**src/rtl/div_ratio_detector.sv**
```systemverilog
// div_ratio_detector: measures period and high time of a slow 1-bit signal
// in clk cycles, flags a stable measurement (locked) and a missing edge
// (sticky overflow). Used as the self-test monitor for divide-by-N blocks.
module div_ratio_detector #(
  parameter int unsigned CNT_W      = 8,
  parameter int unsigned LOCK_COUNT = 2
) (
  input  logic             clk,
  input  logic             rst,
  input  logic             sig_in,
  input  logic             clr,
  output logic [CNT_W-1:0] period,
  output logic [CNT_W-1:0] high_time,
  output logic             valid,
  output logic             locked,
  output logic             overflow
);

  localparam int unsigned MATCH_W = (LOCK_COUNT < 2) ? 1 : $clog2(LOCK_COUNT + 1);

  localparam logic [CNT_W-1:0]   CNT_MAX  = {CNT_W{1'b1}};
  localparam logic [CNT_W-1:0]   CNT_ONE  = CNT_W'(1);
  localparam logic [MATCH_W-1:0] LOCK_TGT = MATCH_W'(LOCK_COUNT);

  localparam logic [0:0] IDLE    = 1'b0;
  localparam logic [0:0] MEASURE = 1'b1;

  // Current state
  logic [0:0]         state;
  logic               sig_d;
  logic [CNT_W-1:0]   cnt;
  logic [CNT_W-1:0]   hi_cnt;
  logic [CNT_W-1:0]   ref_period;
  logic [CNT_W-1:0]   ref_high;
  logic [MATCH_W-1:0] match_cnt;
  logic               first_meas;

  // Next state
  logic [0:0]         state_nxt;
  logic [CNT_W-1:0]   cnt_nxt;
  logic [CNT_W-1:0]   hi_cnt_nxt;
  logic [CNT_W-1:0]   ref_period_nxt;
  logic [CNT_W-1:0]   ref_high_nxt;
  logic [MATCH_W-1:0] match_cnt_nxt;
  logic               first_meas_nxt;
  logic [CNT_W-1:0]   period_nxt;
  logic [CNT_W-1:0]   high_time_nxt;
  logic               valid_nxt;
  logic               locked_nxt;
  logic               overflow_nxt;

  logic               rise_c;
  logic               same_as_ref_c;
  logic [MATCH_W-1:0] match_inc_c;

  // Rising edge of the monitored signal and lock-compare helpers
  always_comb begin
    rise_c        = sig_in & ~sig_d;
    same_as_ref_c = (cnt == ref_period) && (hi_cnt == ref_high);
    match_inc_c   = (match_cnt == LOCK_TGT) ? match_cnt : match_cnt + MATCH_W'(1);
  end

  // Next-state and registered-output logic
  always_comb begin
    state_nxt      = state;
    cnt_nxt        = cnt;
    hi_cnt_nxt     = hi_cnt;
    ref_period_nxt = ref_period;
    ref_high_nxt   = ref_high;
    match_cnt_nxt  = match_cnt;
    first_meas_nxt = first_meas;
    period_nxt     = period;
    high_time_nxt  = high_time;
    valid_nxt      = 1'b0;
    locked_nxt     = locked;
    overflow_nxt   = overflow;

    case (state)
      IDLE: begin
        // The edge cycle itself is the first high sample of the period
        if (rise_c) begin
          cnt_nxt        = CNT_ONE;
          hi_cnt_nxt     = CNT_ONE;
          first_meas_nxt = 1'b1;
          state_nxt      = MEASURE;
        end
      end

      MEASURE: begin
        if (rise_c) begin
          period_nxt    = cnt;
          high_time_nxt = hi_cnt;
          valid_nxt     = 1'b1;
          cnt_nxt       = CNT_ONE;
          hi_cnt_nxt    = CNT_ONE;
          if (first_meas) begin
            // First result after a restart is only a reference
            ref_period_nxt = cnt;
            ref_high_nxt   = hi_cnt;
            match_cnt_nxt  = '0;
            locked_nxt     = 1'b0;
            first_meas_nxt = 1'b0;
          end else if (same_as_ref_c) begin
            match_cnt_nxt = match_inc_c;
            locked_nxt    = (match_inc_c == LOCK_TGT);
          end else begin
            ref_period_nxt = cnt;
            ref_high_nxt   = hi_cnt;
            match_cnt_nxt  = '0;
            locked_nxt     = 1'b0;
          end
        end else if (cnt == CNT_MAX) begin
          // Period too long to represent: give up and wait for a fresh edge
          overflow_nxt  = 1'b1;
          locked_nxt    = 1'b0;
          match_cnt_nxt = '0;
          state_nxt     = IDLE;
        end else begin
          cnt_nxt    = cnt + CNT_ONE;
          hi_cnt_nxt = hi_cnt + CNT_W'(sig_in);
        end
      end

      default: begin
        state_nxt = IDLE;
      end
    endcase
  end

  // State and output registers; rst and clr are equivalent synchronous clears
  always_ff @(posedge clk) begin
    if (rst || clr) begin
      state      <= IDLE;
      sig_d      <= 1'b1;
      cnt        <= '0;
      hi_cnt     <= '0;
      ref_period <= '0;
      ref_high   <= '0;
      match_cnt  <= '0;
      first_meas <= 1'b0;
      period     <= '0;
      high_time  <= '0;
      valid      <= 1'b0;
      locked     <= 1'b0;
      overflow   <= 1'b0;
    end else begin
      state      <= state_nxt;
      sig_d      <= sig_in;
      cnt        <= cnt_nxt;
      hi_cnt     <= hi_cnt_nxt;
      ref_period <= ref_period_nxt;
      ref_high   <= ref_high_nxt;
      match_cnt  <= match_cnt_nxt;
      first_meas <= first_meas_nxt;
      period     <= period_nxt;
      high_time  <= high_time_nxt;
      valid      <= valid_nxt;
      locked     <= locked_nxt;
      overflow   <= overflow_nxt;
    end
  end

endmodule
```
**config.mk**
```make
export PLATFORM = sky130hd
export DESIGN_NAME = div_ratio_detector
export DESIGN_NICKNAME = d
export VERILOG_FILES = /design/src/rtl/div_ratio_detector.sv
export SDC_FILE = /design/constraint.sdc
export NUM_CORES = 1
export LEC_CHECK = 0
export ABC_AREA = 0
export CORE_MARGIN = 2
export CORE_UTILIZATION = 40
export CTS_CLUSTER_SIZE = 16
export DETAILED_ROUTE_END_ITERATION = 16
export SYNTH_ARGS = -nofsm -noshare
export SYNTH_HDL_FRONTEND = slang
export SYNTH_SLANG_ARGS = --single-unit
```
**constraint.sdc**
```tcl
create_clock -name clk -period 2.56 [get_ports clk]
set_clock_uncertainty 0.1 [all_clocks]
set_input_delay 0.64 -clock clk [delete_from_list [all_inputs] [get_ports clk]]
set_output_delay 0.64 -clock clk [all_outputs]
set_load 0.01 [all_outputs]
```
==> results_dict.tcl, run 1 <==
set metrics [dict create \
    h-tree-depth 2 \
    finalCriticalPeriod_ns 2.00 \
    power.combinational.fraction_pct 4.0 \
    chipHeight_um 86.0 \
    port_buffers 22 \
    cts_root_buf "sky130_fd_sc_hd__clkbuf_8" \
    grt_use_total_pct 18.5 \
    fmax_mhz 499 \
    mapped_avg_cell_area_sq_um 8.18 \
    initial_antenna_violation_count 0 \
    cell_depth_of_the_worst_hold_path 2 \
    num_vias 2392 \
    r2r-end "cnt[7]" \
    avgRoutedWirePerCell_um 16.2 \
    syn-num-nets 337 \
    min_to "high_time[4]" \
    numPlacedInstances 406 \
    ir_worst_vdd_mv 0.263 \
    critical_path_peak_fanout 5 \
    cts_hold_buffers 0 \
    synth_top_cell_area_share_pct 40.9 \
    ys_warn_count 0 \
    core_area_sq_um 6420 \
    worstPathRequired_ns 2.71 \
    setup-tns-final_ns 0 \
    clockPowerShare_pct 39.8 \
    ys_types 37 \
    hold_path_class "flop to flop" \
    report.final.hold_viol_count 0 \
    nNetsFinal 344 \
    weighted_congestion_at_the_end_of_routability_driven_global_placement 0.782 \
    cts.sinks 55 \
    finalNonFillerCells 414 \
    switching_fraction_pct 21.8 \
    power_leakage_uw 0.00100 \
    setup_repair_after_global_routing_missed_its_margin "false" \
    gr-usage-met2_pct 30.9 \
    startpoint_type "input pin" \
    synth.top_cells.by_area "sky130_fd_sc_hd__dfxtp_1, sky130_fd_sc_hd__nand4_1, sky130_fd_sc_hd__nand2_1" \
    xor_xnor_portion_of_the_synthesized_cell_area_pct 8.79 \
    cts_setup_buffers 0 \
    post_detailed_placement_half_perimeter_wirelength_mm 4.56 \
    cp-end-kind "flop" \
    internal_power_uw 1190 \
    initial_utilization_pct 41.9 \
    antenna_left 0 \
    report.final.setup_viol 0 \
    r2r-start "cnt[5]" \
    power_switching_uw 332 \
    post_synth_and_or_nand_nor_area_fraction_pct 33.9 \
    total_power_density_per_cell_area_nw_per_um2 492 \
    via_count_of_the_first_global_routing_pass 2214 \
    rrSetupSlack_ns 0.67 \
    floorplan.die.width_um 86.0 \
    multi_input_gate_area_sq_um 1400 \
    grt.busiest_layer "met2" \
    drc 0 \
    insertion_delay_to_the_later_sink_of_the_worst_skew_pair_ns 0.31 \
    drt_wirelength_mm 6.72 \
    timing.setup.critical_path_class "input pin to flop" \
    sequential_fraction_of_the_synthesis_area_pct 40.9 \
    hold_path.startpoint "high_time[4]" \
    cts.clk_slew.worst_paths_ns 0.10 \
    seq_area_sq_um 1100 \
    synthToLayoutAreaGrowth_pct 15.2 \
    crit_path_cell_trace "clkdlybuf4s50_1 > nor2b_1 > nand2_1 > or4_1 > nand4_1" \
    global_route_wire_length_before_repair_mm 10.9 \
    die_area_sq_um 7400 \
    cp_slowest_stage_delay_ns 0.53 \
    num_io_pins 23 \
    grt-ovfl-total 0 \
    antenna-diode-count 0 \
    routed_via_density 5.78 \
    drv_cap 0 \
    worst_r2r_path_depth 5 \
    maximum_number_of_pins_on_one_net_before_global_route_repair 61 \
    synth_seq_cells 55 \
    cts.repair.resized 0 \
    max_slew_margin_vs_limit_pct 61.2 \
    first_pass_iters 4 \
    global_route.usage.met3_pct 2.89 \
    final_worst_path_cycle_share_pct 78.2 \
    grtUsageMet1_pct 25.3 \
    power_frac_seq_pct 56.3 \
    run_status "finished clean" \
    cts_made_buffers 5 \
    synth.cell_area_sq_um 2690 \
    placementRows 29 \
    crit_path_dat_ns 2.16 \
    synth-compound-area-share_pct 7.16 \
    num-fill-cells 622 \
    timing_worst_slew_pin_value_ns 0.583 \
    cts-root-to-sink-buffers 2 \
    drt_iter0_markers 169 \
    synthDominantAreaCellType "sky130_fd_sc_hd__dfxtp_1" \
    cp_slowest_cell "sky130_fd_sc_hd__clkdlybuf4s50_1" \
    synthesis.instances 329 \
    drive_above_1_share_pct 8.61 \
    final_max_slew_viol_count 0 \
    synth_top_family_by_area "simple AND/OR/NAND/NOR gates" \
    clock_tree_from_tritoncts "done" \
    synth.mux.area_fraction_pct 0 \
    synth_adder_area_share_pct 1.86 \
]
cells in the final DEF (no fill, tap or decap), types with 2 or more instances in the layout:
cell type	instances
sky130_fd_sc_hd__clkbuf_8	6
sky130_fd_sc_hd__nand4_1	54
sky130_fd_sc_hd__nand4b_1	14
sky130_fd_sc_hd__nor2_1	15
sky130_fd_sc_hd__xor2_1	8
sky130_fd_sc_hd__dfxtp_1	55
sky130_fd_sc_hd__ha_1	4
sky130_fd_sc_hd__and3_1	4
sky130_fd_sc_hd__a22o_1	2
sky130_fd_sc_hd__nor3_1	4
sky130_fd_sc_hd__a21oi_1	22
sky130_fd_sc_hd__nand3_1	17
sky130_fd_sc_hd__inv_1	3
sky130_fd_sc_hd__clkdlybuf4s50_1	22
sky130_fd_sc_hd__nand2b_1	2
sky130_fd_sc_hd__buf_4	15
sky130_fd_sc_hd__xnor2_1	19
sky130_fd_sc_hd__nand2_1	49
sky130_fd_sc_hd__or2_1	2
sky130_fd_sc_hd__buf_12	2
sequential cells by signal (all words and copies together), names as in the netlist, 8 cells and up:
name,cells
ref_period,8
hi_cnt,8
cnt,8
high_time,8
period,8
ref_high,8
stage by stage:
| step | worst slack [ns] | utilization [%] | area [sq um] | hold slack [ns] | power (uW) |
|---|---|---|---|---|---|
| 4_1_cts | 0.559 | 48.2 | 3100 | 0.359 | 1540 |
| 3_5_place_dp | 0.225 | 46.4 | 2980 | 0.344 | 938 |
| 6_report | 0.557 | 48.2 | 3100 | 0.355 | 1530 |
| 3_3_place_gp | 0.282 | 46.4 | 2980 | 0.343 | 937 |
| 2_1_floorplan | 0.814 | - | 2690 | 0.349 | 915 |
| 5_1_grt | 0.439 | 48.2 | 3100 | 0.383 | 1580 |
routing by layer:
| metal | share of wire, % | vias up |
|---|---|---|
| met4 | 0.85 | 0 |
| met2 | 45 | 41 |
| met3 | 2.8 | 6 |
| li1 | - | 1186 |
| met1 | 51 | 1159 |
| met5 | 0 | - |
critical path, delay by kind of cell:
family | cells | cell delay [ns]
and+or+nand+nor | 4 | 0.98
buffers and inverters | 1 | 0.53
synthesized netlist by cell type:
cell type	n
sky130_fd_sc_hd__nor2_1	16
sky130_fd_sc_hd__a21oi_1	22
sky130_fd_sc_hd__nand2b_1	2
sky130_fd_sc_hd__or3_1	1
sky130_fd_sc_hd__nor3_2	1
sky130_fd_sc_hd__nand3_2	1
sky130_fd_sc_hd__ha_1	4
sky130_fd_sc_hd__nand4b_1	14
sky130_fd_sc_hd__nor2b_1	1
sky130_fd_sc_hd__dfxtp_1	55
sky130_fd_sc_hd__o31ai_1	1
sky130_fd_sc_hd__buf_6	1
sky130_fd_sc_hd__and3_1	4
sky130_fd_sc_hd__xnor2_1	19
sky130_fd_sc_hd__nand3_1	17
sky130_fd_sc_hd__nor3_1	4
sky130_fd_sc_hd__and2_1	1
sky130_fd_sc_hd__inv_1	3
sky130_fd_sc_hd__o21ai_0	1
sky130_fd_sc_hd__a22o_1	2
sky130_fd_sc_hd__clkbuf_2	2
sky130_fd_sc_hd__a211oi_1	1
sky130_fd_sc_hd__xor2_1	8
sky130_fd_sc_hd__buf_4	1
sky130_fd_sc_hd__a311oi_1	1
sky130_fd_sc_hd__o31ai_2	1
sky130_fd_sc_hd__a41oi_1	1
sky130_fd_sc_hd__clkbuf_1	13
sky130_fd_sc_hd__or4_1	1
sky130_fd_sc_hd__nand4_1	54
sky130_fd_sc_hd__a31oi_1	1
sky130_fd_sc_hd__or2_1	2
sky130_fd_sc_hd__o31a_1	1
sky130_fd_sc_hd__nand2_1	49
sky130_fd_sc_hd__buf_2	21
sky130_fd_sc_hd__nor4_1	1
sky130_fd_sc_hd__buf_1	1
worst max-delay path by stage:
stage / start / endpoint / depth (start not counted)
final: sig_in / ref_period[6] / 5
after global routing: sig_in / period[6] / 6
after CTS: sig_in / ref_high[0] / 6
after detailed placement: sig_in / ref_high[0] / 6
after global placement: sig_in / ref_period[6] / 5
after floorplan: sig_in / ref_high[6] / 6
area by class of cell:
type | instances | share of cell area [%]
Inverter | 3 | 0.363
Sequential cell | 55 | 35.5
Clock buffer | 6 | 2.67
Timing Repair Buffer | 39 | 12.0
Tap cell | 77 | 3.11
Clock inverter | 2 | 1.13
Multi-Input combinational cell | 232 | 45.2
cells by family after synthesis:
logic type	Yosys count
buffers and inverters	42
xor gates and xnor gates	27
AOI/OAI and AO/OA	32
DFF	55
adders and majority gates	4
and+or+nand+nor	169
power groups by stage:
stage          Sequential [uW]  Clock, uW  Combinational, uW
2_1_floorplan              877          0               38.3
3_3_place_gp               878          0               58.9
3_5_place_dp               878          0               60.1
4_1_cts                    858        620               60.3
5_1_grt                    858        653               65.3
6_report                   858        606               60.9
No activity file was read; power rests on OpenSTA's default activity.
==> run 2: changes to the inputs <==
==> constraint.sdc (replaced) <==
create_clock -name clk -period 2.1 [get_ports clk]
set_clock_uncertainty 0.1 [all_clocks]
set_input_delay 0.525 -clock clk [delete_from_list [all_inputs] [get_ports clk]]
set_output_delay 0.525 -clock clk [all_outputs]
set_load 0.01 [all_outputs]
==> run 2 against run 1 <==
  * Register-to-register slack lost 0.38 ns
  * Non-clock buffer count grew 22
  * Clock-buffer cell count is the same
  * Cell count grew 5.1%
  * Global-route usage grew 0.63 points
  * Clock power grew 13%
  * Critical path depth grew 2
  * Worst hold slack gained 0.0022 ns
  * Combinational power grew 40%
==> results_dict.tcl, run 2 (synthesis results as in run 1) <==
set metrics [dict create \
    cp_slowest_stage_delay_ns 0.50 \
    placementRows 29 \
    max_slew_margin_vs_limit_pct 57.9 \
    routed_via_density 5.66 \
    first_pass_iters 4 \
    drv_cap 0 \
    finalNonFillerCells 435 \
    startpoint_type "input pin" \
    grt_use_total_pct 19.1 \
    total_power_density_per_cell_area_nw_per_um2 559 \
    fmax_mhz 544 \
    post_detailed_placement_half_perimeter_wirelength_mm 5.01 \
    nNetsFinal 366 \
    cp_slowest_cell "sky130_fd_sc_hd__clkdlybuf4s50_1" \
    drc 0 \
    run_status "finished clean" \
    min_to "period[2]" \
    drt_wirelength_mm 6.88 \
    rrSetupSlack_ns 0.29 \
    num-fill-cells 612 \
    r2r-end "ref_high[1]" \
    initial_antenna_violation_count 0 \
    port_buffers 22 \
    cp_num_buf_inv 3 \
    layout.cells.most_common "sky130_fd_sc_hd__dfxtp_1" \
    most-common-layout-cells "sky130_fd_sc_hd__dfxtp_1, sky130_fd_sc_hd__nand4_1, sky130_fd_sc_hd__nand2_1" \
    drive_above_1_share_pct 13.7 \
    report.final.hold_viol_count 0 \
    maximum_number_of_pins_on_one_net_before_global_route_repair 61 \
    cts.sinks 55 \
    crit_path_cell_trace "clkdlybuf4s50_1 > nor2b_1 > buf_4 > and2_1 > buf_4 > nand4_1 > nand4_1" \
    total_power_uw 1810 \
    finalCriticalPeriod_ns 1.84 \
    grt-ovfl-total 0 \
    antenna-diode-count 0 \
    timing_worst_slew_pin_value_ns 0.632 \
    cp-end-kind "flop" \
    cts_hold_buffers 0 \
    ir_worst_vdd_mv 0.424 \
    h-tree-depth 2 \
    power_leakage_uw 0.00111 \
    avgRoutedWirePerCell_um 15.8 \
    cts.clk_slew.worst_paths_ns 0.10 \
    die_area_sq_um 7400 \
    hold_path.startpoint "period[2]" \
    numPlacedInstances 428 \
    clock_tree_from_tritoncts "done" \
    final_worst_path_cycle_share_pct 87.5 \
    timing.setup.critical_path_class "input pin to flop" \
    report.final.setup_viol 0 \
    initial_utilization_pct 41.9 \
    cts-root-to-sink-buffers 2 \
    weighted_congestion_at_the_end_of_routability_driven_global_placement 0.871 \
    drt_iter0_markers 105 \
    insertion_delay_to_the_later_sink_of_the_worst_skew_pair_ns 0.31 \
    hold_path_class "flop to flop" \
    cts_made_buffers 5 \
    worstPathRequired_ns 2.25 \
    cts.repair.resized 0 \
    critical_path_peak_fanout 17 \
    critical-path-top-delay-family "buffers and inverters" \
    num_io_pins 23 \
    cts_root_buf "sky130_fd_sc_hd__clkbuf_8" \
    cts_setup_buffers 0 \
    r2r-start "cnt[3]" \
    setup_repair_after_global_routing_missed_its_margin "false" \
    synthToLayoutAreaGrowth_pct 20.7 \
    chipHeight_um 86.0 \
    via_count_of_the_first_global_routing_pass 2253 \
    final.hold.worst_slack_ns 0.358 \
    antenna_left 0 \
    global_route_wire_length_before_repair_mm 11.4 \
    core_area_sq_um 6420 \
    num_vias 2460 \
    worst_r2r_path_depth 5 \
    floorplan.die.width_um 86.0 \
    final_max_slew_viol_count 0 \
    cell_depth_of_the_worst_hold_path 2 \
    crit_path_dat_ns 1.99 \
]
## run 2: area by class of cell
class                      count  area [sq um]  share of cell area [%]
clock buffer                   6          72.6                    2.23
clock inverter                 1          30.0                   0.924
inverter                       3          11.3                   0.347
multi-input combinational    232          1400                    43.1
sequential                    55          1100                    33.9
tap                           77          96.3                    2.97
timing repair buffer          61           538                    16.6
## run 2: worst max path at each step
stage           start       endpoint  slack [ns]  depth (start not counted)
4_1_cts        locked         locked        0.25                          1
3_5_place_dp   sig_in   match_cnt[0]       -0.06                          7
6_report       sig_in  ref_period[7]        0.26                          7
2_1_floorplan  sig_in    ref_high[6]        0.47                          6
3_3_place_gp   sig_in      hi_cnt[7]       -0.03                          6
5_1_grt        cnt[0]      hi_cnt[4]        0.14                          6
## run 2: report_power, final
group	switching [uW]	internal, uW
registers	2.02	1040
logic	52.4	32.6
clock network	334	350
total	388	1430
## run 2: worst min-delay path, delay by kind of cell (launching register included)
family | cells | cell delay [ns]
AOI/OAI and AO/OA | 1 | 0.05
DFF | 1 | 0.32
and+or+nand+nor | 1 | 0.05
## run 2: metal layers
metal | share of wire, % | global-route usage (%) | vias to the layer above
met5 | 0 | 0 | -
met3 | 3.3 | 3.37 | 6
met4 | 0.52 | 4.76 | 0
met2 | 48 | 30.7 | 39
li1 | - | - | 1227
met1 | 48 | 26.6 | 1188
## run 2: per-stage QoR
step / utilization [%] / setup TNS, ns / cell area, sq um / worst slack (ns)
final: 50.6 / 0 / 3250 / 0.263
after CTS: 50.6 / 0 / 3250 / 0.245
after floorplan: - / 0 / 2690 / 0.469
after global routing: 50.6 / 0 / 3250 / 0.145
after detailed placement: 49.0 / -0.639 / 3150 / -0.0597
after global placement: 49.0 / -0.0918 / 3150 / -0.0268
